`src/rtl/uart_ctrl_pkg.sv`:
```
// Shared definitions for the UART transmit controller: bus register offsets,
// STATUS/CTRL bit positions and the transmit FSM state encoding.
package uart_ctrl_pkg;

    // Byte offsets of the memory-mapped registers
    localparam logic [3:0] ADDR_DATA   = 4'h0;
    localparam logic [3:0] ADDR_STATUS = 4'h4;
    localparam logic [3:0] ADDR_CTRL   = 4'h8;

    // STATUS register bit positions
    localparam int STAT_FULL    = 0;
    localparam int STAT_EMPTY   = 1;
    localparam int STAT_BUSY    = 2;
    localparam int STAT_OVF     = 3;
    localparam int STAT_CNT_LSB = 8;

    // CTRL register bit positions
    localparam int CTRL_TX_EN  = 0;
    localparam int CTRL_IRQ_EN = 1;

    // Transmit FSM states
    typedef enum logic [1:0] {
        ST_IDLE      = 2'd0,
        ST_START     = 2'd1,
        ST_WAIT_BUSY = 2'd2,
        ST_WAIT_DONE = 2'd3
    } tx_state_t;

endpackage

```
`src/rtl/uart_tx_ctrl_fifo.sv`:
```
// Synchronous single-clock FIFO used as the UART transmit queue.
// Head data is presented combinationally on rdata; a push into a full FIFO is
// only taken when a pop happens in the same cycle, so no entry is overwritten.
module sync_fifo
    import uart_ctrl_pkg::*;
#(
    parameter  int WIDTH = 8,
    parameter  int DEPTH = 16,
    localparam int AW    = $clog2(DEPTH),
    localparam int CW    = AW + 1
) (
    input  logic             clk,
    input  logic             reset,
    input  logic             push,
    input  logic [WIDTH-1:0] wdata,
    input  logic             pop,
    output logic [WIDTH-1:0] rdata,
    output logic             full,
    output logic             empty,
    output logic [CW-1:0]    count
);

    logic [WIDTH-1:0] mem [DEPTH];
    logic [AW-1:0]    wr_ptr;
    logic [AW-1:0]    rd_ptr;
    logic             do_push;
    logic             do_pop;

    assign full    = (count == CW'(DEPTH));
    assign empty   = (count == '0);
    assign do_pop  = pop & ~empty;
    assign do_push = push & (~full | do_pop);
    assign rdata   = mem[rd_ptr];

    // Storage array; contents need no reset because count gates visibility
    always_ff @(posedge clk) begin
        if (do_push) begin
            mem[wr_ptr] <= wdata;
        end
    end

    // Pointer and occupancy bookkeeping; pointers wrap naturally at DEPTH
    always_ff @(posedge clk) begin
        if (reset) begin
            wr_ptr <= '0;
            rd_ptr <= '0;
            count  <= '0;
        end else begin
            if (do_push) begin
                wr_ptr <= wr_ptr + 1'b1;
            end
            if (do_pop) begin
                rd_ptr <= rd_ptr + 1'b1;
            end
            case ({do_push, do_pop})
                2'b10:   count <= count + 1'b1;
                2'b01:   count <= count - 1'b1;
                default: count <= count;
            endcase
        end
    end

endmodule

```
`src/rtl/uart_tx_ctrl.sv`:
```
// Memory-mapped UART transmit controller. The CPU pushes bytes through DATA,
// polls STATUS and enables transmission through CTRL; an FSM drains the FIFO
// one byte at a time using a start/busy handshake with the serializer.
// Optional feature macro: UART_TX_CTRL_IRQ_EN adds the irq output and the
// CTRL.irq_en bit; without it CTRL[1] is not stored and reads 0.
module uart_tx_ctrl
    import uart_ctrl_pkg::*;
#(
    parameter  int FIFO_DEPTH = 16,
    localparam int CNT_W      = $clog2(FIFO_DEPTH) + 1
) (
    input  logic        clk,
    input  logic        reset,
    input  logic        bus_sel,
    input  logic        bus_we,
    input  logic        bus_re,
    input  logic [3:0]  bus_addr,
    input  logic [31:0] bus_wdata,
    output logic [31:0] bus_rdata,
    output logic [7:0]  tx_data,
    output logic        tx_start,
    input  logic        tx_busy
`ifdef UART_TX_CTRL_IRQ_EN
    ,
    output logic        irq
`endif
);

    tx_state_t         state;
    logic              tx_en;
    logic              irq_en;
    logic              ovf;
    logic              wr_hit;
    logic              rd_hit;
    logic              push_req;
    logic              push_ok;
    logic              pop;
    logic [7:0]        fifo_rdata;
    logic              fifo_full;
    logic              fifo_empty;
    logic [CNT_W-1:0]  fifo_count;
    logic [31:0]       status_val;
    logic [31:0]       rd_val;
    logic              unused_wdata;

    assign wr_hit   = bus_sel & bus_we;
    assign rd_hit   = bus_sel & bus_re;
    assign push_req = wr_hit & (bus_addr == ADDR_DATA);
    assign pop      = (state == ST_IDLE) & tx_en & ~fifo_empty & ~tx_busy;
    assign push_ok  = push_req & (~fifo_full | pop);

    // Only the low byte of write data carries meaning for any register
    assign unused_wdata = ^bus_wdata[31:8];

    sync_fifo #(
        .WIDTH (8),
        .DEPTH (FIFO_DEPTH)
    ) u_fifo (
        .clk   (clk),
        .reset (reset),
        .push  (push_ok),
        .wdata (bus_wdata[7:0]),
        .pop   (pop),
        .rdata (fifo_rdata),
        .full  (fifo_full),
        .empty (fifo_empty),
        .count (fifo_count)
    );

    // CTRL register and sticky overflow flag (set on dropped byte, W1C via STATUS)
    always_ff @(posedge clk) begin
        if (reset) begin
            tx_en <= 1'b0;
            ovf   <= 1'b0;
        end else begin
            if (wr_hit && bus_addr == ADDR_CTRL) begin
                tx_en <= bus_wdata[CTRL_TX_EN];
            end
            if (push_req && !push_ok) begin
                ovf <= 1'b1;
            end else if (wr_hit && bus_addr == ADDR_STATUS && bus_wdata[STAT_OVF]) begin
                ovf <= 1'b0;
            end
        end
    end

`ifdef UART_TX_CTRL_IRQ_EN
    // Interrupt enable bit, stored only when the interrupt feature is built in
    always_ff @(posedge clk) begin
        if (reset) begin
            irq_en <= 1'b0;
        end else if (wr_hit && bus_addr == ADDR_CTRL) begin
            irq_en <= bus_wdata[CTRL_IRQ_EN];
        end
    end

    // Level interrupt: queue drained and FSM idle, one cycle behind the condition
    always_ff @(posedge clk) begin
        if (reset) begin
            irq <= 1'b0;
        end else begin
            irq <= irq_en & fifo_empty & (state == ST_IDLE);
        end
    end
`else
    assign irq_en = 1'b0;
`endif

    // Transmit FSM: pop a byte, pulse tx_start, then track the serializer's busy window
    always_ff @(posedge clk) begin
        if (reset) begin
            state    <= ST_IDLE;
            tx_start <= 1'b0;
            tx_data  <= 8'h00;
        end else begin
            tx_start <= 1'b0;
            case (state)
                ST_IDLE: begin
                    if (pop) begin
                        tx_data  <= fifo_rdata;
                        tx_start <= 1'b1;
                        state    <= ST_START;
                    end
                end
                ST_START: begin
                    state <= ST_WAIT_BUSY;
                end
                ST_WAIT_BUSY: begin
                    if (tx_busy) begin
                        state <= ST_WAIT_DONE;
                    end
                end
                ST_WAIT_DONE: begin
                    if (!tx_busy) begin
                        state <= ST_IDLE;
                    end
                end
                default: begin
                    state <= ST_IDLE;
                end
            endcase
        end
    end

    // Assemble STATUS and select the register addressed by the current read
    always_comb begin
        status_val                = 32'(fifo_count) << STAT_CNT_LSB;
        status_val[STAT_FULL]     = fifo_full;
        status_val[STAT_EMPTY]    = fifo_empty;
        status_val[STAT_BUSY]     = (state != ST_IDLE);
        status_val[STAT_OVF]      = ovf;
        rd_val                    = 32'h0;
        case (bus_addr)
            ADDR_STATUS: rd_val = status_val;
            ADDR_CTRL: begin
                rd_val[CTRL_TX_EN]  = tx_en;
                rd_val[CTRL_IRQ_EN] = irq_en;
            end
            default: rd_val = 32'h0;
        endcase
    end

    // Read data register: captured on the read strobe, zero otherwise
    always_ff @(posedge clk) begin
        if (reset) begin
            bus_rdata <= 32'h0;
        end else if (rd_hit) begin
            bus_rdata <= rd_val;
        end else begin
            bus_rdata <= 32'h0;
        end
    end

endmodule

```
`config.mk`:
```
export PLATFORM = sky130hd
export DESIGN_NAME = uart_tx_ctrl
export DESIGN_NICKNAME = d
export VERILOG_FILES = /design/src/rtl/uart_ctrl_pkg.sv /design/src/rtl/uart_tx_ctrl_fifo.sv /design/src/rtl/uart_tx_ctrl.sv
export SDC_FILE = /design/constraint.sdc
export NUM_CORES = 1
export LEC_CHECK = 0
export BUFFER_PORTS_ARGS = -buffer_cell sky130_fd_sc_hd__buf_2
export CAP_MARGIN = 5
export CORE_AREA = 2 2 130 132
export CTS_CLUSTER_DIAMETER = 150
export DETAILED_ROUTE_END_ITERATION = 8
export DIE_AREA = 0 0 132 134
export RECOVER_POWER = 100
export SETUP_SLACK_MARGIN = 0.02
export SLEW_MARGIN = 10
export SYNTH_ARGS = -nofsm -noshare
export SYNTH_HDL_FRONTEND = slang
export SYNTH_SLANG_ARGS = --single-unit
```
`constraint.sdc`:
```
create_clock -name clk -period 7.69 [get_ports clk]
set_input_delay 1.1535 -clock clk [delete_from_list [all_inputs] [get_ports clk]]
set_output_delay 1.1535 -clock clk [all_outputs]
set_load 0.02 [all_outputs]
```
==> results of run 1 <==
[per-layer routing]
layer | up-vias | wire (µm)
met1 | 1797 | 5906
met4 | 0 | 97
met3 | 12 | 907
li1 | 1734 | -
met2 | 127 | 6432
met5 | - | 0
[flip-flops by register name (all words and copies together), names as in the netlist]
name / flops
u_fifo.mem: 128
state: 2
ovf: 1
u_fifo.count: 5
u_fifo.wr_ptr: 4
tx_en: 1
tx_data: 8
tx_start: 1
bus_rdata: 9
u_fifo.rd_ptr: 4
[worst max-delay path by stage]
stage / startpoint / to / slack, ns / cells past startpoint
floorplan: bus_addr[1] / u_fifo.count[4] / 3.90 / 12
global placement: tx_busy / u_fifo.count[4] / 3.47 / 10
detailed placement: tx_busy / u_fifo.count[4] / 3.41 / 10
CTS: tx_busy / u_fifo.count[4] / 3.82 / 10
global route: u_fifo.count[1] / u_fifo.count[4] / 2.90 / 9
finish: u_fifo.count[1] / u_fifo.count[4] / 3.24 / 9
[through the flow]
step           instances  utilization  setup WS, ns  hold WS [ns]  total power (W)
4_1_cts              717       0.4669         3.823        0.4525         0.001854
2_1_floorplan        467            -         3.904        0.4296         0.001006
6_report             717       0.4629         3.243        0.4519         0.001839
3_5_place_dp         685       0.4309         3.414        0.4427         0.001018
5_1_grt              717       0.4629         2.903        0.4799         0.001896
3_3_place_gp         685       0.4309         3.469        0.4409         0.001015
[cell usage after synthesis (all sizes together)]
cell,n,area share
nand2b,1,0.00093
nor3,8,0.0060
o21ai,2,0.0015
a211o,1,0.0013
clkbuf,7,0.0041
and2,7,0.0065
dfxtp,35,0.10
a2111o,1,0.0017
nor2b,5,0.0047
conb,1,0.00056
o22ai,16,0.015
o22a,1,0.0013
mux2i,36,0.054
mux4,16,0.054
buf,35,0.036
nand3,6,0.0045
or4b,1,0.0015
nand2,18,0.010
nor4,1,0.0032
nor4b,1,0.0013
xnor2,4,0.0052
ha,12,0.022
a21oi,10,0.0075
a211oi,11,0.012
a21boi,1,0.0011
xor2,3,0.0039
nand3b,6,0.0067
and3,2,0.0019
o21ba,1,0.0015
a31oi,1,0.00093
or3,2,0.0019
nor2,35,0.020
edfxtp,128,0.57
a311oi,10,0.013
nand4,3,0.0028
mux2,2,0.0034
a21o,2,0.0022
or3b,3,0.0039
inv,10,0.0056
[cell usage in the layout, fill, tap and decap left out, types with 11 or more instances in the layout]
cell type,n
sky130_fd_sc_hd__a211oi_1,11
sky130_fd_sc_hd__clkbuf_1,36
sky130_fd_sc_hd__clkbuf_16,17
sky130_fd_sc_hd__conb_1,23
sky130_fd_sc_hd__dfxtp_1,34
sky130_fd_sc_hd__edfxtp_1,128
sky130_fd_sc_hd__ha_1,12
sky130_fd_sc_hd__mux2i_1,36
sky130_fd_sc_hd__mux4_2,16
sky130_fd_sc_hd__nand2_1,18
sky130_fd_sc_hd__nor2_1,35
sky130_fd_sc_hd__o22ai_1,16
[worst max-delay path: cells and delay by family, from the launching register on]
family | cells | cell delay (ns)
compound gates | 3 | 1.10
xor+xnor | 1 | 0.18
fa+ha+maj | 2 | 0.84
flops | 1 | 0.39
mux | 1 | 0.33
simple gates | 2 | 1.48
[logic make-up after synthesis]
logic type,after synthesis,synth area share
flops,163,0.6769
fa+ha+maj,12,0.02236
xor+xnor,7,0.009132
compound gates,57,0.05926
simple gates,99,0.07529
mux,54,0.1107
buf+inv,52,0.04584
other cells,1,0.0005585
[power breakdown]
group,switching [W],leakage (nW),internal [W]
clock,0.000315,0.281,0.000526
combinational,0.0000362,0.647,0.00000935
sequential,0.00000141,1.43,0.000951
total,0.000353,2.36,0.00149
[final cells by class]
class / instances / area, µm²
fillers: 1439 / 8748
flip-flops and latches: 163 / 4546
multi-input cells: 252 / 1929
clock buffers: 25 / 475.5
well taps: 220 / 275.3
repair buffers: 40 / 167.7
clock inverters: 7 / 110.1
inverters: 10 / 37.54
==> results.md, run 1 <==
| Parameter | Value | Unit |
|:---|:---|:---|
| Violations in the final reports | max-capacitance violations, max-slew violations | - |
| Fraction of met1 tracks used by global routing | 0.2087 | - |
| Grt met2 use | 0.2520 | - |
| Type of the worst setup path | reg2reg | - |
| Number of primary I/O pins | 83 | - |
| Layer with the highest usage after global routing | met2 | - |
| Final worst clock skew | 0.008466 | ns |
| Power density relative to cell area | 243.9 | nW/µm² |
| Initial antenna violation count | 0 | - |
| Average routed wire per standard cell | 18.61 | µm |
| Worst Path Max Fanout | 21 | - |
| Element type at the critical path end | flop | - |
| CTS resizes | 0 | - |
| Global-route wire length before repair | 20290 | µm |
| HP Start | ovf | - |
| Final setup TNS | 0 | ns |
| Layout overhead on the synthesized area | 12.32 | % |
| Clock Latency Late Sink | 0.42 | ns |
| Overall die height | 134 | µm |
| Gpl congestion | 0.8293 | - |
| Die footprint | 17690 | µm² |
| Outcome | finished with violations | - |
| Max stage delay on crit path | 1.13 | ns |
| Clock tree from TritonCTS | done | - |
| Required time of the worst setup path | 7.99 | ns |
| Worst Hold Path EP | ovf | - |
| Final antenna diode count | 0 | - |
| Area of the core region | 16290 | µm² |
| Post-CTS setup-driven buffer insertion count | 0 | - |
| Area of placed instances | 7019 | µm² |
| Count of antenna-violating nets left after detailed routing | 0 | - |
| Cts hold-fix bufs | 0 | - |
| Kind of start point of the critical path | flop | - |
| Library cell used as clock root buffer | sky130_fd_sc_hd__clkbuf_16 | - |
| Count of final hold-check violations | 0 | - |
| Final setup violation count | 0 | - |
| Worst relative slew slack | -0.06173 | - |
| Chain of cells forming the critical path | nor4_1 -> a21oi_1 -> ha_1 -> xor2_1 -> ha_1 -> a21oi_1 -> or3b_1 -> a31oi_1 -> mux2_1 | - |
| Crit path time final | 4.447 | ns |
| Number of max-slew violations in the final report | 22 | - |
| F_max | 224.9 | MHz |
| Critical path arrival | 4.75 | ns |
| Master of the slowest instance on the critical path | sky130_fd_sc_hd__nor4_1 | - |
| Synthesized cell area | 6714 | µm² |
| Maximum number of pins on one net before global-route repair | 51 | - |
| Post-synthesis sequential area ratio | 0.6769 | - |
| Count of cells along the worst register-to-register path | 9 | - |
| Via count of the first global-routing pass | 3573 | - |
| Post-synthesis cell type count | 44 | - |
| Final clock period utilization by the worst path | 0.5783 | - |
| DP Wirelength | 8571 | µm |
| DRT iter0 DRCs | 276 | - |
| Initial core utilization | 0.4122 | - |
| Site Rows | 47 | - |
| Sinks on Clock Net | 163 | - |
| Clock slew at reported path FFs | 0.06 | ns |
| Register bit total from synthesis | 163 | - |
| Unrepaired setup endpoints after global routing | false | - |
| Number of violations of the max-capacitance limit | 1 | - |
| Drt via density | 5.119 | - |
| Hold Crit Depth | 2 | - |
| Avg Cell Area, Syn | 15.09 | µm² |
| DR vias | 3670 | - |
| Port Buf Inserts | 35 | - |
| Nets | 538 | - |
| Number of warning messages in the yosys log | 0 | - |
| Met3 routing resource usage after global routing | 0.04271 | - |
| Critical register-to-register path startpoint | u_fifo.count[1] | - |
| Total routed wirelength | 13340 | µm |
| Ratio of cells with drive above 1 in the final layout | 0.1066 | - |
| Die width | 132 | µm |
| Initial DRT Pass Iterations | 5 | - |
| IR drop worst, VDD | 0.1841 | mV |
| Max H-tree Level | 4 | - |
| Post-synthesis cell count | 445 | - |
| Cell area after layout | 7541 | µm² |
| DRC | 0 | - |
| Total gr overflow | 0 | - |
| Worst min path class | reg2reg | - |
| Minimum setup slack among reg-to-reg paths | 3.24 | ns |
| Leakage power of the design | 2.361 | nW |
| Measured slew at the worst slew-check pin | 1.593 | ns |
| Combined global-route utilization of all metal layers | 0.1560 | - |
| TritonCTS buffer count | 17 | - |
| Worst reg2reg endpoint | u_fifo.count[4] | - |
| Clock buffer depth | 2 | - |
(Power assumes the default switching activity.)
==> run 2: changes to the inputs <==
==> constraint.sdc (replaced) <==
create_clock -name clk -period 4 [get_ports clk]
set_input_delay 0.6 -clock clk [delete_from_list [all_inputs] [get_ports clk]]
set_output_delay 0.6 -clock clk [all_outputs]
set_load 0.02 [all_outputs]
==> run 2 against run 1 <==
  * The flow now finishes without violations
  * Count of clock-buffer cells in the layout shrank 6
  * Via count grew 0.25%
  * First-iteration DRC count down 28%
  * Clock skew shrank 0.0018 ns
  * Register-to-register slack worse by 2.5 ns
  * Worst hold slack lost 0.0027 ns
  * Die area unchanged
  * Flip-flop and latch count unchanged
  * Non-clock buffer count increased by 4
  * Total power rose by 97%
  * Wire length decreased by 0.20%
  * Highest routed layer unchanged
  * Critical path depth is 3 higher
==> results.md, run 2 (same netlist as run 1, synthesis figures left out) <==
| Parameter | Value | Unit |
|:---|:---|:---|
| Number of flip-flops under the largest register name | 128 | - |
| Fraction of power spent switching nets | 0.1903 | - |
| Nets | 542 | - |
| Critical path's most frequent cell | sky130_fd_sc_hd__ha_1 | - |
| Max H-tree Level | 4 | - |
| Final setup TNS | 0 | ns |
| Final clock period utilization by the worst path | 0.8260 | - |
| Element type at the critical path end | flop | - |
| Worst setup margin | 0.6958 | ns |
| Clock slew at reported path FFs | 0.06 | ns |
| DRT iter0 DRCs | 199 | - |
| Internal portion of total power | 0.002941 | W |
| DR vias | 3679 | - |
| Average routed wire per standard cell | 18.50 | µm |
| Measured slew at the worst slew-check pin | 0.9762 | ns |
| Site Rows | 47 | - |
| Combined global-route utilization of all metal layers | 0.1598 | - |
| F_max | 302.6 | MHz |
| Critical register-to-register path startpoint | state[0] | - |
| Clock Latency Late Sink | 0.42 | ns |
| P_sw | 0.0006910 | W |
| Library cell used as clock root buffer | sky130_fd_sc_hd__clkbuf_16 | - |
| Outcome | completed | - |
| Die footprint | 17690 | µm² |
| Critical path arrival | 3.62 | ns |
| Number of max-slew violations in the final report | 0 | - |
| Required time of the worst setup path | 4.31 | ns |
| Initial antenna violation count | 0 | - |
| Max stage delay on crit path | 0.46 | ns |
| Kind of start point of the critical path | flop | - |
| Chain of cells forming the critical path | inv_1 -> ha_1 -> nand3b_1 -> a311oi_1 -> inv_1 -> ha_1 -> xor2_1 -> ha_1 -> a21oi_1 -> or3b_1 -> a31oi_1 -> mux2_1 | - |
| Worst reg2reg endpoint | u_fifo.count[4] | - |
| Overall die height | 134 | µm |
| Total gr overflow | 0 | - |
| Leakage power of the design | 2.380 | nW |
| Cts hold-fix bufs | 0 | - |
| IR drop worst, VDD | 0.3977 | mV |
| Global-route wire length before repair | 20770 | µm |
| Gpl congestion | 0.8500 | - |
| Power density relative to cell area | 477.9 | nW/µm² |
| DRC | 0 | - |
| Count of cells along the worst register-to-register path | 12 | - |
| Worst Path Max Fanout | 9 | - |
| Port Buf Inserts | 35 | - |
| Registers with the most flip-flops | u_fifo.mem: 128 flops, bus_rdata: 9 flops, tx_data: 8 flops | - |
| Worst relative slew slack | 0.3492 | - |
| Drt via density | 5.110 | - |
| Most common cell after layout, fill and taps aside | sky130_fd_sc_hd__edfxtp_1 | - |
| Unrepaired setup endpoints after global routing | false | - |
| Worst Hold Path EP | bus_rdata[0] | - |
| CTS resizes | 0 | - |
| DP Wirelength | 8683 | µm |
| Initial DRT Pass Iterations | 4 | - |
| Maximum number of pins on one net before global-route repair | 30 | - |
| Grt met2 use | 0.2497 | - |
| Via count of the first global-routing pass | 3737 | - |
| Final setup violation count | 0 | - |
| Layout fillers | 1461 | - |
| Count of antenna-violating nets left after detailed routing | 0 | - |
| Die width | 132 | µm |
| Clk network pwr share | 0.471 | - |
| Initial core utilization | 0.4122 | - |
| Count of final hold-check violations | 0 | - |
| HP Start | bus_re | - |
| Sinks on Clock Net | 163 | - |
| Final antenna diode count | 0 | - |
| Master of the slowest instance on the critical path | sky130_fd_sc_hd__a311oi_1 | - |
| Ratio of cells with drive above 1 in the final layout | 0.1100 | - |
| Met3 routing resource usage after global routing | 0.04762 | - |
| Clock buffer depth | 2 | - |
| Post-Place Worst Slack | 0.5980 | ns |
| Hold Crit Depth | 3 | - |
| Register with the most flip-flops | u_fifo.mem | - |
| Number of primary I/O pins | 83 | - |
| Total routed wirelength | 13320 | µm |
| Layout overhead on the synthesized area | 13.19 | % |
| Clock tree from TritonCTS | done | - |
| Most frequent cells in the layout | sky130_fd_sc_hd__edfxtp_1 (128), sky130_fd_sc_hd__clkbuf_1 (37), sky130_fd_sc_hd__mux2i_1 (36) | - |
| Combinational share of power | 0.024 | - |
| Fraction of met1 tracks used by global routing | 0.2148 | - |
| Post-CTS setup-driven buffer insertion count | 0 | - |
| Layer with the highest usage after global routing | met2 | - |
| Fraction of power consumed by sequential logic | 0.504 | - |
| TritonCTS buffer count | 17 | - |
| Number of violations of the max-capacitance limit | 0 | - |
| Minimum setup slack among reg-to-reg paths | 0.70 | ns |
| Crit path time final | 3.304 | ns |
| Util after Layout | 0.4665 | - |
| Final worst clock skew | 0.006682 | ns |
| Worst min path class | in2reg | - |
| Area of the core region | 16290 | µm² |
| Type of the worst setup path | reg2reg | - |
==> run 2: cell types whose count changed in the layout (fill, tap and decap cells not counted), sizes merged <==
| cell | delta |
|---|---|
| clkinvlp | +2 |
| clkinv | +1 |
| clkbuf | -1 |
| buf | -1 |
| bufinv | +2 |
==> run 2: critical path: cells and delay by family (launching register included) <==
| family | cells | cell delay [ns] |
|---|---|---|
| AO/OA/AOI/OAI | 3 | 0.73 |
| XOR/XNOR | 1 | 0.18 |
| adder cells (fa/ha/maj) | 3 | 0.80 |
| buffers and inverters | 2 | 0.25 |
| flip-flops | 1 | 0.32 |
| multiplexers | 1 | 0.33 |
| AND/OR/NAND/NOR | 2 | 0.57 |
==> run 2: power groups by stage <==
stage | clock (W) | sequential (W) | combinational (W)
2_1_floorplan | 0 | 0.00187 | 0.0000658
3_3_place_gp | 0 | 0.00187 | 0.0000853
3_5_place_dp | 0 | 0.00187 | 0.0000909
4_1_cts | 0.00174 | 0.00183 | 0.0000913
5_1_grt | 0.00182 | 0.00183 | 0.0000994
6_report | 0.00171 | 0.00183 | 0.0000880
==> run 2: area by class of cell <==
| type | instances | area (µm²) | share of cell area |
|---|---|---|---|
| inverter | 10 | 37.54 | 0.004939 |
| multi-input combinational | 252 | 1929 | 0.2539 |
| tap | 220 | 275.3 | 0.03622 |
| clock buffer | 19 | 432.9 | 0.05696 |
| sequential | 163 | 4546 | 0.5981 |
| clock inverter | 12 | 187.7 | 0.02470 |
| timing repair buffer | 44 | 191.4 | 0.02519 |
==> run 2: worst max path at each step <==
stage | end | start | cells past startpoint
2_1_floorplan | u_fifo.count[4] | bus_addr[1] | 12
3_3_place_gp | u_fifo.count[4] | bus_addr[1] | 11
3_5_place_dp | u_fifo.count[4] | bus_addr[1] | 11
4_1_cts | u_fifo.count[4] | state[0] | 12
5_1_grt | u_fifo.count[4] | u_fifo.count[1] | 11
6_report | u_fifo.count[4] | state[0] | 12
==> run 2: layer usage <==
layer / vias to the layer above / routed length, µm
met5: - / 0
met4: 0 / 225
met3: 16 / 818
met2: 103 / 6235
met1: 1820 / 6037
li1: 1740 / -
==> run 2: through the flow <==
stage / instances / total power (W) / cell area, µm² / hold WS (ns)
after floorplan: 467 / 0.001933 / 6797 / 0.4296
after global placement: 689 / 0.001952 / 7062 / 0.4390
after detailed placement: 689 / 0.001958 / 7062 / 0.4465
after CTS: 720 / 0.003663 / 7682 / 0.4382
after global routing: 720 / 0.003752 / 7600 / 0.4555
final: 720 / 0.003632 / 7600 / 0.4492
==> run 3: changes to the inputs <==
==> constraint.sdc (replaced) <==
create_clock -name clk -period 3.05 [get_ports clk]
set_input_delay 0.4575 -clock clk [delete_from_list [all_inputs] [get_ports clk]]
set_output_delay 0.4575 -clock clk [all_outputs]
set_load 0.02 [all_outputs]
==> run 3 against run 2 <==
  * Clock skew rose by 0.0029 ns
  * Count of clock-buffer cells in the layout is 1 lower
  * Largest power group unchanged
  * Register-to-register slack worse by 0.46 ns
  * Highest routed layer unchanged
==> results.md, run 3 (same netlist as run 1, synthesis figures left out) <==
| Parameter | Value | Unit |
|:---|:---|:---|
| Outcome | completed | - |
| Total gr overflow | 0 | - |
| DR vias | 3704 | - |
| Layout overhead on the synthesized area | 14.35 | % |
| Clock tree from TritonCTS | done | - |
| Count of antenna-violating nets left after detailed routing | 0 | - |
| Leakage power of the design | 2.418 | nW |
| Critical register-to-register path startpoint | u_fifo.count[3] | - |
| Worst min path class | in2reg | - |
| Critical path arrival | 3.13 | ns |
| Maximum number of pins on one net before global-route repair | 39 | - |
| Required time of the worst setup path | 3.36 | ns |
| Internal portion of total power | 0.003555 | W |
| DRC | 0 | - |
| Unrepaired setup endpoints after global routing | false | - |
| Count of cells along the worst register-to-register path | 11 | - |
| P_sw | 0.0009688 | W |
| Final worst clock skew | 0.009597 | ns |
| Worst reg2reg endpoint | u_fifo.count[4] | - |
| Sinks on Clock Net | 163 | - |
| Fraction of power spent switching nets | 0.2142 | - |
| Post-Place Worst Slack | 0.03823 | ns |
| Site Rows | 47 | - |
| Number of primary I/O pins | 83 | - |
| Chain of cells forming the critical path | nor4_4 -> clkbuf_1 -> a311oi_2 -> inv_1 -> ha_1 -> xor2_1 -> ha_2 -> a21oi_1 -> or3b_1 -> a31oi_1 -> mux2_1 | - |
| Final setup violation count | 0 | - |
| DP Wirelength | 8797 | µm |
| Count of final hold-check violations | 0 | - |
| Most frequent cells in the layout | sky130_fd_sc_hd__edfxtp_1 (128), sky130_fd_sc_hd__clkbuf_1 (45), sky130_fd_sc_hd__mux2i_1 (36) | - |
| Critical path startpoint | u_fifo.count[3] | - |
| F_max | 354.8 | MHz |
| Worst Path Max Fanout | 6 | - |
| Ratio of cells with drive above 1 in the final layout | 0.1418 | - |
| Master of the slowest instance on the critical path | sky130_fd_sc_hd__dfxtp_1 | - |
| Number of max-slew violations in the final report | 0 | - |
| Clock Latency Late Sink | 0.43 | ns |
| Capture point of the worst path | u_fifo.count[4] | - |
| Library cell used as clock root buffer | sky130_fd_sc_hd__clkbuf_16 | - |
| Power density relative to cell area | 589.2 | nW/µm² |
| Total routed wirelength | 13150 | µm |
| Number of violations of the max-capacitance limit | 0 | - |
| DRT iter0 DRCs | 265 | - |
| Initial antenna violation count | 0 | - |
| Combined global-route utilization of all metal layers | 0.1595 | - |
| Kind of start point of the critical path | flop | - |
| Measured slew at the worst slew-check pin | 0.9844 | ns |
| Via count of the first global-routing pass | 3870 | - |
| Drt via density | 4.992 | - |
| Gpl congestion | 0.8221 | - |
| Area of the core region | 16290 | µm² |
| Average routed wire per standard cell | 17.72 | µm |
| Global-route wire length before repair | 20890 | µm |
| Register with the most flip-flops | u_fifo.mem | - |
| Cts hold-fix bufs | 0 | - |
| Nets | 563 | - |
| Initial DRT Pass Iterations | 4 | - |
| Initial core utilization | 0.4122 | - |
| Crit path time final | 2.818 | ns |
| Final clock period utilization by the worst path | 0.9240 | - |
| Final setup TNS | 0 | ns |
| TritonCTS buffer count | 17 | - |
| Clock buffer depth | 2 | - |
| Worst setup margin | 0.2317 | ns |
| Type of the worst setup path | reg2reg | - |
| Max H-tree Level | 4 | - |
| Element type at the critical path end | flop | - |
| Die footprint | 17690 | µm² |
| Registers with the most flip-flops | u_fifo.mem: 128 flops, bus_rdata: 9 flops, tx_data: 8 flops | - |
| Die width | 132 | µm |
| Final antenna diode count | 0 | - |
| Fraction of power consumed by sequential logic | 0.531 | - |
| Overall die height | 134 | µm |
| Max stage delay on crit path | 0.34 | ns |
| Most common cell after layout, fill and taps aside | sky130_fd_sc_hd__edfxtp_1 | - |
| Port Buf Inserts | 35 | - |
| Worst relative slew slack | 0.3437 | - |
| Combinational share of power | 0.026 | - |
| Clk network pwr share | 0.443 | - |
| Total power consumption of the routed design | 0.004524 | W |
| Clock slew at reported path FFs | 0.06 | ns |
| Number of flip-flops under the largest register name | 128 | - |
| Minimum setup slack among reg-to-reg paths | 0.23 | ns |
| IR drop worst, VDD | 0.4135 | mV |
## run 3: worst min-delay path by stage
| stage | start | to | slack [ns] | cells after the start |
|---|---|---|---|---|
| after CTS | bus_re | bus_rdata[0] | 0.30 | 3 |
| after floorplan | ovf | bus_rdata[3] | 0.43 | 1 |
| after global routing | bus_re | bus_rdata[0] | 0.33 | 3 |
| final | bus_re | bus_rdata[0] | 0.33 | 3 |
| after detailed placement | ovf | bus_rdata[3] | 0.45 | 1 |
| after global placement | ovf | bus_rdata[3] | 0.45 | 1 |
## run 3: layout make-up
cell class | count | area [µm²]
Inverter | 10 | 37.54
Multi-Input combinational cell | 252 | 1956
Timing Repair Buffer | 65 | 305.3
Clock inverter | 14 | 128.9
Sequential cell | 163 | 4546
Tap cell | 220 | 275.3
Fill cell | 1478 | 8612
Clock buffer | 18 | 429.2
## run 3: repair_timing
item,4_1_cts,5_1_grt
gates resized for setup,0,2
setup buffers,0,3
setup endpoints to repair,0,1
## run 3: critical path, delay by kind of cell, from the launching register on
kind            cells  cell delay [ns]
simple gates        2             0.60
buf+inv             2             0.43
compound gates      3             0.42
fa+ha+maj           2             0.42
flops               1             0.34
mux                 1             0.33
xor+xnor            1             0.17
## run 3: layer usage
layer,track usage,wire length (µm),vias up
li1,-,-,1784
met1,0.2090,6083,1806
met2,0.2520,6094,94
met3,0.04271,672,20
met4,0.06884,299,0
met5,0,0,-
## run 3: metrics by stage
step | hold slack (ns) | instance area (µm²) | util | std cells
after floorplan | 0.4296 | 6808 | - | 467
after global placement | 0.4450 | 7202 | 0.4421 | 707
after detailed placement | 0.4453 | 7202 | 0.4421 | 707
after CTS | 0.3021 | 7760 | 0.4764 | 739
after global routing | 0.3286 | 7677 | 0.4713 | 742
final | 0.3273 | 7677 | 0.4713 | 742
## run 3: power groups by stage
stage / registers, W / clock network, W / logic [W]
floorplan: 0.00245 / 0 / 0.0000866
global placement: 0.00245 / 0 / 0.000110
detailed placement: 0.00245 / 0 / 0.000117
CTS: 0.00240 / 0.00204 / 0.000118
global route: 0.00240 / 0.00215 / 0.000130
finish: 0.00240 / 0.00201 / 0.000116
